**config.mk**
```make
export PLATFORM = sky130hd
export DESIGN_NAME = conv_window_scheduler
export DESIGN_NICKNAME = d
export VERILOG_FILES = /design/src/rtl/conv_window_scheduler.sv
export SDC_FILE = /design/constraint.sdc
export NUM_CORES = 1
export LEC_CHECK = 0
export BUFFER_PORTS_ARGS = -buffer_cell sky130_fd_sc_hd__buf_2
export CAP_MARGIN = 40
export CORE_MARGIN = 2
export CORE_UTILIZATION = 50
export CTS_CLUSTER_DIAMETER = 200
export DETAILED_ROUTE_END_ITERATION = 12
export PLACE_DENSITY = 0.76
export SLEW_MARGIN = 15
export SYNTH_ARGS = -nofsm -noshare
export SYNTH_HDL_FRONTEND = slang
export SYNTH_SLANG_ARGS = --single-unit
```
**constraint.sdc**
```tcl
create_clock -name clk -period 7.2 [get_ports clk]
set_input_delay 1.08 -clock clk [delete_from_list [all_inputs] [get_ports clk]]
set_output_delay 1.08 -clock clk [all_outputs]
set_load 0.05 [all_outputs]
```
**src/rtl/conv_window_scheduler.sv**
```systemverilog
// Frame-pass scheduler: for every pixel, gathers the 3x3 neighbourhood from pixel RAM,
// presents it to a compute unit, and writes the returned result into the output frame.
module conv_window_scheduler #(
  parameter int IMG_W    = 640,
  parameter int IMG_H    = 480,
  parameter int OUT_BASE = 307200
) (
  input  logic              clk,
  input  logic              reset,
  input  logic              start,
  output logic              busy,
  output logic              done,
  output logic [19:0]       mem_addr,
  output logic              mem_re,
  output logic              mem_we,
  output logic [8:0]        mem_wdata,
  input  logic [8:0]        mem_rdata,
  output logic signed [8:0] win_data [0:8],
  output logic              win_valid,
  input  logic              win_ready,
  input  logic              res_valid,
  input  logic [8:0]        res_data,
  output logic [9:0]        pix_x,
  output logic [8:0]        pix_y
);

  typedef enum logic [2:0] {IDLE, FETCH, DRAIN, HANDOFF, WAIT_RES, WRITE, DONE} state_t;

  localparam logic [9:0] X_LAST = 10'(IMG_W - 1);
  localparam logic [8:0] Y_LAST = 9'(IMG_H - 1);

  state_t            r_state;
  logic [9:0]        r_x;
  logic [8:0]        r_y;
  logic [3:0]        r_k;
  logic              r_cap_en;
  logic [3:0]        r_cap_k;
  logic              r_busy;
  logic              r_done;
  logic              r_mem_re;
  logic              r_mem_we;
  logic [19:0]       r_mem_addr;
  logic [8:0]        r_mem_wdata;
  logic              r_win_valid;
  logic signed [8:0] r_win [0:8];

  logic [9:0]        w_tap_x;
  logic [8:0]        w_tap_y;
  logic [3:0]        w_tap_k;
  logic              w_tap_inb;
  logic [19:0]       w_tap_addr;
  logic [9:0]        w_nx;
  logic [8:0]        w_ny;
  logic              w_last;
  int                w_tx;
  int                w_ty;

  // Memory strobes are registered, so the tap issued next cycle is resolved here.
  always_comb begin
    w_last = (r_x == X_LAST) && (r_y == Y_LAST);
    w_nx   = r_x + 10'd1;
    w_ny   = r_y;
    if (r_x == X_LAST) begin
      w_nx = '0;
      w_ny = r_y + 9'd1;
    end
    w_tap_x = r_x;
    w_tap_y = r_y;
    w_tap_k = r_k + 4'd1;
    if (r_state == IDLE) begin
      w_tap_x = '0;
      w_tap_y = '0;
      w_tap_k = '0;
    end else if (r_state == WRITE) begin
      w_tap_x = w_nx;
      w_tap_y = w_ny;
      w_tap_k = '0;
    end
    w_tx       = int'(w_tap_x) + int'(w_tap_k) % 3 - 1;
    w_ty       = int'(w_tap_y) + int'(w_tap_k) / 3 - 1;
    w_tap_inb  = (w_tx >= 0) && (w_tx < IMG_W) && (w_ty >= 0) && (w_ty < IMG_H);
    w_tap_addr = w_tap_inb ? 20'(w_ty * IMG_W + w_tx) : '0;
  end

  always_ff @(posedge clk) begin
    if (reset) begin
      r_state     <= IDLE;
      r_x         <= '0;
      r_y         <= '0;
      r_k         <= '0;
      r_cap_en    <= 1'b0;
      r_cap_k     <= '0;
      r_busy      <= 1'b0;
      r_done      <= 1'b0;
      r_mem_re    <= 1'b0;
      r_mem_we    <= 1'b0;
      r_mem_addr  <= '0;
      r_mem_wdata <= '0;
      r_win_valid <= 1'b0;
      for (int i = 0; i < 9; i++) r_win[i] <= '0;
    end else begin
      // Read data arrives one cycle after the strobe; land it in the tap that asked for it.
      r_cap_en <= 1'b0;
      if (r_cap_en) r_win[r_cap_k] <= $signed(mem_rdata);
      case (r_state)
        IDLE: begin
          r_done <= 1'b0;
          if (start) begin
            r_state    <= FETCH;
            r_busy     <= 1'b1;
            r_x        <= '0;
            r_y        <= '0;
            r_k        <= '0;
            r_mem_re   <= w_tap_inb;
            r_mem_addr <= w_tap_addr;
          end
        end
        FETCH: begin
          if (!r_mem_re) r_win[r_k] <= '0;
          r_cap_en <= r_mem_re;
          r_cap_k  <= r_k;
          if (r_k == 4'd8) begin
            r_state  <= DRAIN;
            r_mem_re <= 1'b0;
          end else begin
            r_k        <= r_k + 4'd1;
            r_mem_re   <= w_tap_inb;
            r_mem_addr <= w_tap_addr;
          end
        end
        DRAIN: begin
          r_state     <= HANDOFF;
          r_win_valid <= 1'b1;
        end
        HANDOFF: begin
          if (win_ready) begin
            r_state     <= WAIT_RES;
            r_win_valid <= 1'b0;
          end
        end
        WAIT_RES: begin
          if (res_valid) begin
            r_state     <= WRITE;
            r_mem_we    <= 1'b1;
            r_mem_addr  <= 20'(OUT_BASE + int'(r_y) * IMG_W + int'(r_x));
            r_mem_wdata <= res_data;
          end
        end
        WRITE: begin
          r_mem_we <= 1'b0;
          if (w_last) begin
            r_state <= DONE;
            r_busy  <= 1'b0;
            r_done  <= 1'b1;
          end else begin
            r_state    <= FETCH;
            r_x        <= w_nx;
            r_y        <= w_ny;
            r_k        <= '0;
            r_mem_re   <= w_tap_inb;
            r_mem_addr <= w_tap_addr;
          end
        end
        DONE: begin
          r_done  <= 1'b0;
          r_state <= IDLE;
        end
        default: r_state <= IDLE;
      endcase
    end
  end

  assign busy      = r_busy;
  assign done      = r_done;
  assign mem_addr  = r_mem_addr;
  assign mem_re    = r_mem_re;
  assign mem_we    = r_mem_we;
  assign mem_wdata = r_mem_wdata;
  assign win_valid = r_win_valid;
  assign pix_x     = r_x;
  assign pix_y     = r_y;

  for (genvar gi = 0; gi < 9; gi++) begin : g_win
    assign win_data[gi] = r_win[gi];
  end

endmodule

```
; Word level (Yosys, flattened, before mapping)
; Memory sizes are Yosys's and may differ from the RTL's.
; Cells that the tools add are included.
[totals]
register_bits = 65
ramBits = 81
in_bits = 23
output_inout_bits = 134
word_cells = 132
memories = 1
[op_classes]
n_addsub = 10
multipliers = 2
div = 2
order_cmp = 4
n_eq_ne = 16
n_mux = 58
n_bitwise = 1
n_reduce_logical = 25
[memory_table]
columns = name, depth, width, read_ports, rd_clocked_by_memory_dff, wr, line
row1 = r_win, 9, 9, 9, 0, 9, 45  ; logic signed [8:0] r_win [0:8];
[op_table]
columns = operator, count
row1 = 20-bit 2-to-1 mux, 5
row2 = 20-bit case mux with 4 select lines, 1
row3 = "32-bit by 1-bit greater-or-equal comparator with 1-bit output, second input constant", 2
row4 = "32-bit by 2-bit subtractor with 32-bit output, second input constant", 2
row5 = 9-bit 2-to-1 mux, 7
row6 = 10-bit 2-to-1 mux, 5
row7 = 10-bit by 32-bit adder with 32-bit output, 1
row8 = 11-bit by 32-bit adder with 32-bit output, 1
row9 = "5-bit by 3-bit divider with 32-bit output, second input constant", 1
row10 = "32-bit by 10-bit less-than comparator with 1-bit output, second input constant", 1
row11 = "32-bit by 11-bit less-than comparator with 1-bit output, second input constant", 1
row12 = "5-bit by 3-bit modulo with 32-bit output, second input constant", 1
row13 = "32-bit by 4-bit multiplier with 13-bit output, second input constant", 1
row14 = 4-bit 2-to-1 mux, 7
row15 = "19-bit by 19-bit adder with 20-bit output, first input constant", 1
row16 = 20-bit by 10-bit adder with 20-bit output, 1
row17 = 20-bit adder, 1
row18 = 10-bit case mux with 2 select lines, 1
row19 = 1-bit 2-to-1 mux, 19
row20 = 3-bit case mux with 6 select lines, 1
row21 = 9-bit case mux with 2 select lines, 1
row22 = 9-bit OR reduction, 2
row23 = 3-bit 2-to-1 mux, 5
row24 = "2-bit != test, second input constant", 7
row25 = other kinds (24), 43

; Depth between registers and ports, before layout
[logic_depth]
word_depth = 13
mapped_depth = 42
mapped_depth_nobuf = 41

; Least setup slack after synthesis
; OpenSTA, ideal clock, no wires.
[synth_path]
kind = reg2reg
start = reg r_k[0]
end = reg r_mem_addr[19] (netlist: mem_addr[19])
setup_time_ps = 136
arrival_ps = 7186
required_ps = 7064
slack_ps = -122
stages_incl_launch_ff = 42
n_path_buf = 1
period_less_slack_ps = 7322
path_cell_list = dfxtp_1 -> buf_2 -> inv_1 -> ha_1 -> and2_1 -> ha_1 -> ha_1 -> inv_1 -> o21a_1 -> nand2_1 -> nand2_1 -> o21ai_0 -> o32ai_1 -> ha_1 -> nor3b_1 -> nand4_1 -> inv_1 -> ha_1 -> [6 not listed] -> nor2_1 -> xnor2_1 -> ha_1 -> ha_1 -> nand2_1 -> o21ai_0 -> nor2_1 -> xnor2_1 -> ha_1 -> and2_1 -> o21ai_0 -> o31ai_1 -> o21ai_0 -> nand2b_1 -> a21oi_1 -> xnor3_1 -> nand4_2 -> a221oi_2
[synth_via]
elab_chain_len = 13
word_cells_on_any_way = 26
classes_between = add/sub: 6 / mul: 1 / div: 2 / order compare: 4 / eq/ne: 2 / mux: 7 / reduce/logical: 4
[synth_lines]
columns = element, line
row1 = from (decl), 35  ; logic [3:0] r_k;
row2 = from (signal assigned), 126  ; r_k <= r_k + 4'd1;
row3 = branches (longest 13 deep; another with 5-bit by 3-bit divider with 32-bit output), n/a
row4 = to (signal assigned), 115  ; r_mem_addr <= w_tap_addr;
row5 = to (signal assigned), 145  ; r_mem_addr <= 20'(OUT_BASE + int'(r_y) * IMG_W + int'(r_x));
row6 = to (signal assigned), 161  ; r_mem_addr <= w_tap_addr;
row7 = to (decl), 42  ; logic [19:0] r_mem_addr;
; Parallel ways; which one is timed is not known. The select of a mux whose other input is x is not followed.
; A chain may end at the register's enable or synchronous reset.

; Worst setup path in the final report
[layout_path]
start = reg r_k[1]
end = reg r_mem_addr[19] (netlist: mem_addr[19])
; Same word-level chain as after synthesis.

==> out/metrics.csv <==
metric,value,unit
status,finished clean,
# IOs,157,
chip height,157,um
Hold WC Path Type,reg2reg,
clock latency on the worst-skew pair,430,ps
P per Cell Area,187,nW/um^2
final instance area,13600,sq um
final hold vios,0,
Comb pwr share,30.7,%
count of input and output buffers,156,
"antenna viol nets, final",0,
n_diodes,0,
vias after detailed routing,11400,
clock share of power,36.8,%
vias in the first global route,10200,
CP max FO,4,
layout cells sized above 1,20.5,%
critical path depth,41,
H-tree depth,4,
vias per cell,5.75,
Core Box Area,22800,sq um
chip width,157,um
"flops & latches, synth",146,
Max rail drop VDD,0.179,mV
crit path launch,r_k[1]$_SDFFE_PP0P_,
CTS tree,done,
final worst setup slack,412,ps
reg2reg end,mem_addr[19]$_SDFFE_PP0P_,
Sum Neg Setup Slack,0,ps
"Seq/Total Area, Yosys",25.1,%
Synth Warn #,0,
hold buffer count at CTS,0,
P_leak,0.00629,uW
clock sink count,146,
clock skew,12.1,ps
Critical Path AT,7130,ps
"CP delay by family, top",adder cells,
"slowest stage delay, CP",370,ps
global-route wire length before repair,50800,um
R2R cell count,41,
Worst R2R Setup Slack,410,ps
Worst Setup Start Kind,flip-flop,
P&R area growth vs syn,17.2,%
Critical Path End,mem_addr[19]$_SDFFE_PP0P_,
number of synthesized flops with an enable pin,0,
Setup crit end kind,flip-flop,
Tightest Pin Transition,760,ps
Final Cycle Share,94.3,%
DRC viols,0,
Most used DFF post-synth,dfxtp_1,
"Slew Viols, Final",0,
Total Routing Usage GR,25.4,%
Seq pwr share,32.5,%
"Avg Cell Area, Syn",7.69,sq um
pre-CTS WS,-112,ps
CP Class,reg2reg,
Initial Utilization,51.1,%
Clock Root Buffer,clkbuf_16,
Syn Nets,1654,
HPWL after DPL,24000,um
most used cell along the critical path,ha_1,
WP data required,7540,ps
relative slew slack,49.4,%
MaxCap Viol Count,0,
f_max,147,MHz
sw frac,33.3,%
initial antenna violation count,0,
final WL,32500,um
Syn Inst Count,1514,
sw power,848,uW
Max clock buf depth,2,
Site Rows,55,
GRT overflow,0,
die area,24500,sq um
Num CTS Buffers,17,
Layout Nets,1792,
Cell Int Power,1700,uW
RSZ-0062 raised after global routing,yes,
fin crit period,6790,ps
drt first pass iters,5,
largest net degree at the start of global routing,83,
drt wl/cell,16.4,um
1st-iter DRT viols,909,
"Clk pin slew, worst setup/hold paths",70,ps
routability cong.,0.953,
post-synthesis cell type count,89,
crit path max-delay cell type,ha_1,
DP Area,12800,sq um
mapped cell area,11600,sq um
"Setup violations, final",0,
R2R Path Start,r_k[1]$_SDFFE_PP0P_,
Buf/Inv on CP,5,
async set-reset flop share out of synthesis,0,%
filler cell count,2005,
per-stage QoR:
| step | util [%] | hold WS [ps] | total power [uW] | instances |
|---|---|---|---|---|
| final | 59.9 | 454 | 2540 | 1978 |
| after global routing | 59.9 | 476 | 2660 | 1978 |
| after CTS | 59.0 | 461 | 2500 | 1972 |
| after detailed placement | 56.2 | 452 | 1570 | 1940 |
| after global placement | 56.1 | 439 | 1550 | 1938 |
| after floorplan | - | 458 | 1400 | 1514 |
cells in the final DEF (no fill, tap or decap), drive strengths merged, types with 8 or more instances in the layout:
master	count
dfxtp	146
a21o	27
o21ai	69
nor3b	90
nand3	23
nor2b	11
a31oi	11
nand2b	18
nand4	31
clkbuf	18
or2	14
nand2	86
nor3	17
nor2	203
o21bai	8
buf	209
or3	13
and2	30
and3	27
inv	100
ha	111
o21a	9
xor2	24
xnor2	41
a211oi	27
a21oi	201
sequential cells by signal, indices dropped and copies added, names as in the netlist:
signal and cells:
r_state 3, pix_y 9, r_cap_k 4, mem_re 1, r_k 4, pix_x 10, r_win 81, mem_addr 20
busy 1, r_cap_en 1, mem_wdata 9, win_valid 1, done 1, mem_we 1
cell usage after synthesis (all sizes together), types with 23 or more instances:
cell | instances | area [sq um]
nand3 | 23 | 120
and2 | 30 | 191
clkbuf | 68 | 255
a21o | 27 | 203
inv | 93 | 349
nor2 | 203 | 762
ha | 111 | 1390
xor2 | 24 | 218
a211oi | 27 | 288
nor3b | 90 | 681
dfxtp | 146 | 2920
a21oi | 201 | 1020
nand2 | 86 | 323
o21ai | 69 | 349
nand4 | 31 | 257
and3 | 27 | 169
xnor2 | 41 | 359
cell families after synthesis:
group / synth area share, %
simple gates: 27.1
compound gates: 22.7
buf+inv: 6.43
flops: 25.1
fa+ha+maj: 13.0
xor+xnor: 5.15
mux: 0.537
timing repair:
| action | in CTS | in global routing |
|---|---|---|
| setup buffers | 0 | 6 |
| gates resized for setup | 3 | 38 |
| setup endpoints to repair | 1 | 21 |
| pin swaps | 0 | 17 |
worst min-delay path, stage by stage (launching register included):
cell	delay [ps]
dfxtp_1	310
nand2_1	50
a21oi_1	50
worst min path at each step:
stage | slack, ps | from | endpoint | cells past startpoint
floorplan | 460 | r_cap_k[3]$_SDFFE_PP0P_ | r_cap_k[3]$_SDFFE_PP0P_ | 2
global placement | 440 | mem_wdata[2]$_SDFFE_PP0P_ | mem_wdata[2]$_SDFFE_PP0P_ | 2
detailed placement | 450 | mem_wdata[1]$_SDFFE_PP0P_ | mem_wdata[1]$_SDFFE_PP0P_ | 2
CTS | 460 | mem_wdata[1]$_SDFFE_PP0P_ | mem_wdata[1]$_SDFFE_PP0P_ | 2
global route | 480 | mem_wdata[7]$_SDFFE_PP0P_ | mem_wdata[7]$_SDFFE_PP0P_ | 2
finish | 450 | mem_wdata[7]$_SDFFE_PP0P_ | mem_wdata[7]$_SDFFE_PP0P_ | 2
area by class of cell:
type / instances / area (sq um) / share of cell area (%)
Clock inverter: 14 / 191 / 1.40
Inverter: 93 / 349 / 2.56
Timing Repair Buffer: 209 / 1200 / 8.79
Multi-Input combinational cell: 1185 / 8150 / 59.8
Tap cell: 313 / 392 / 2.87
Sequential cell: 146 / 2930 / 21.5
Clock buffer: 18 / 429 / 3.15
power by group through the flow:
stage	Combinational, uW	Clock (uW)	Sequential, uW
after floorplan	529	0	873
final	782	937	826
after CTS	731	946	825
after detailed placement	725	0	843
after global placement	711	0	843
after global routing	853	981	826
metal layers:
| layer | GRT usage, % | up-vias | part of all wire, % |
|---|---|---|---|
| met2 | 41.7 | 377 | 47 |
| li1 | - | 5622 | - |
| met1 | 34.8 | 5344 | 46 |
| met4 | 7.51 | 0 | 1.7 |
| met3 | 3.46 | 37 | 5.4 |
| met5 | 0 | - | 0 |
(Power assumes the default switching activity.)
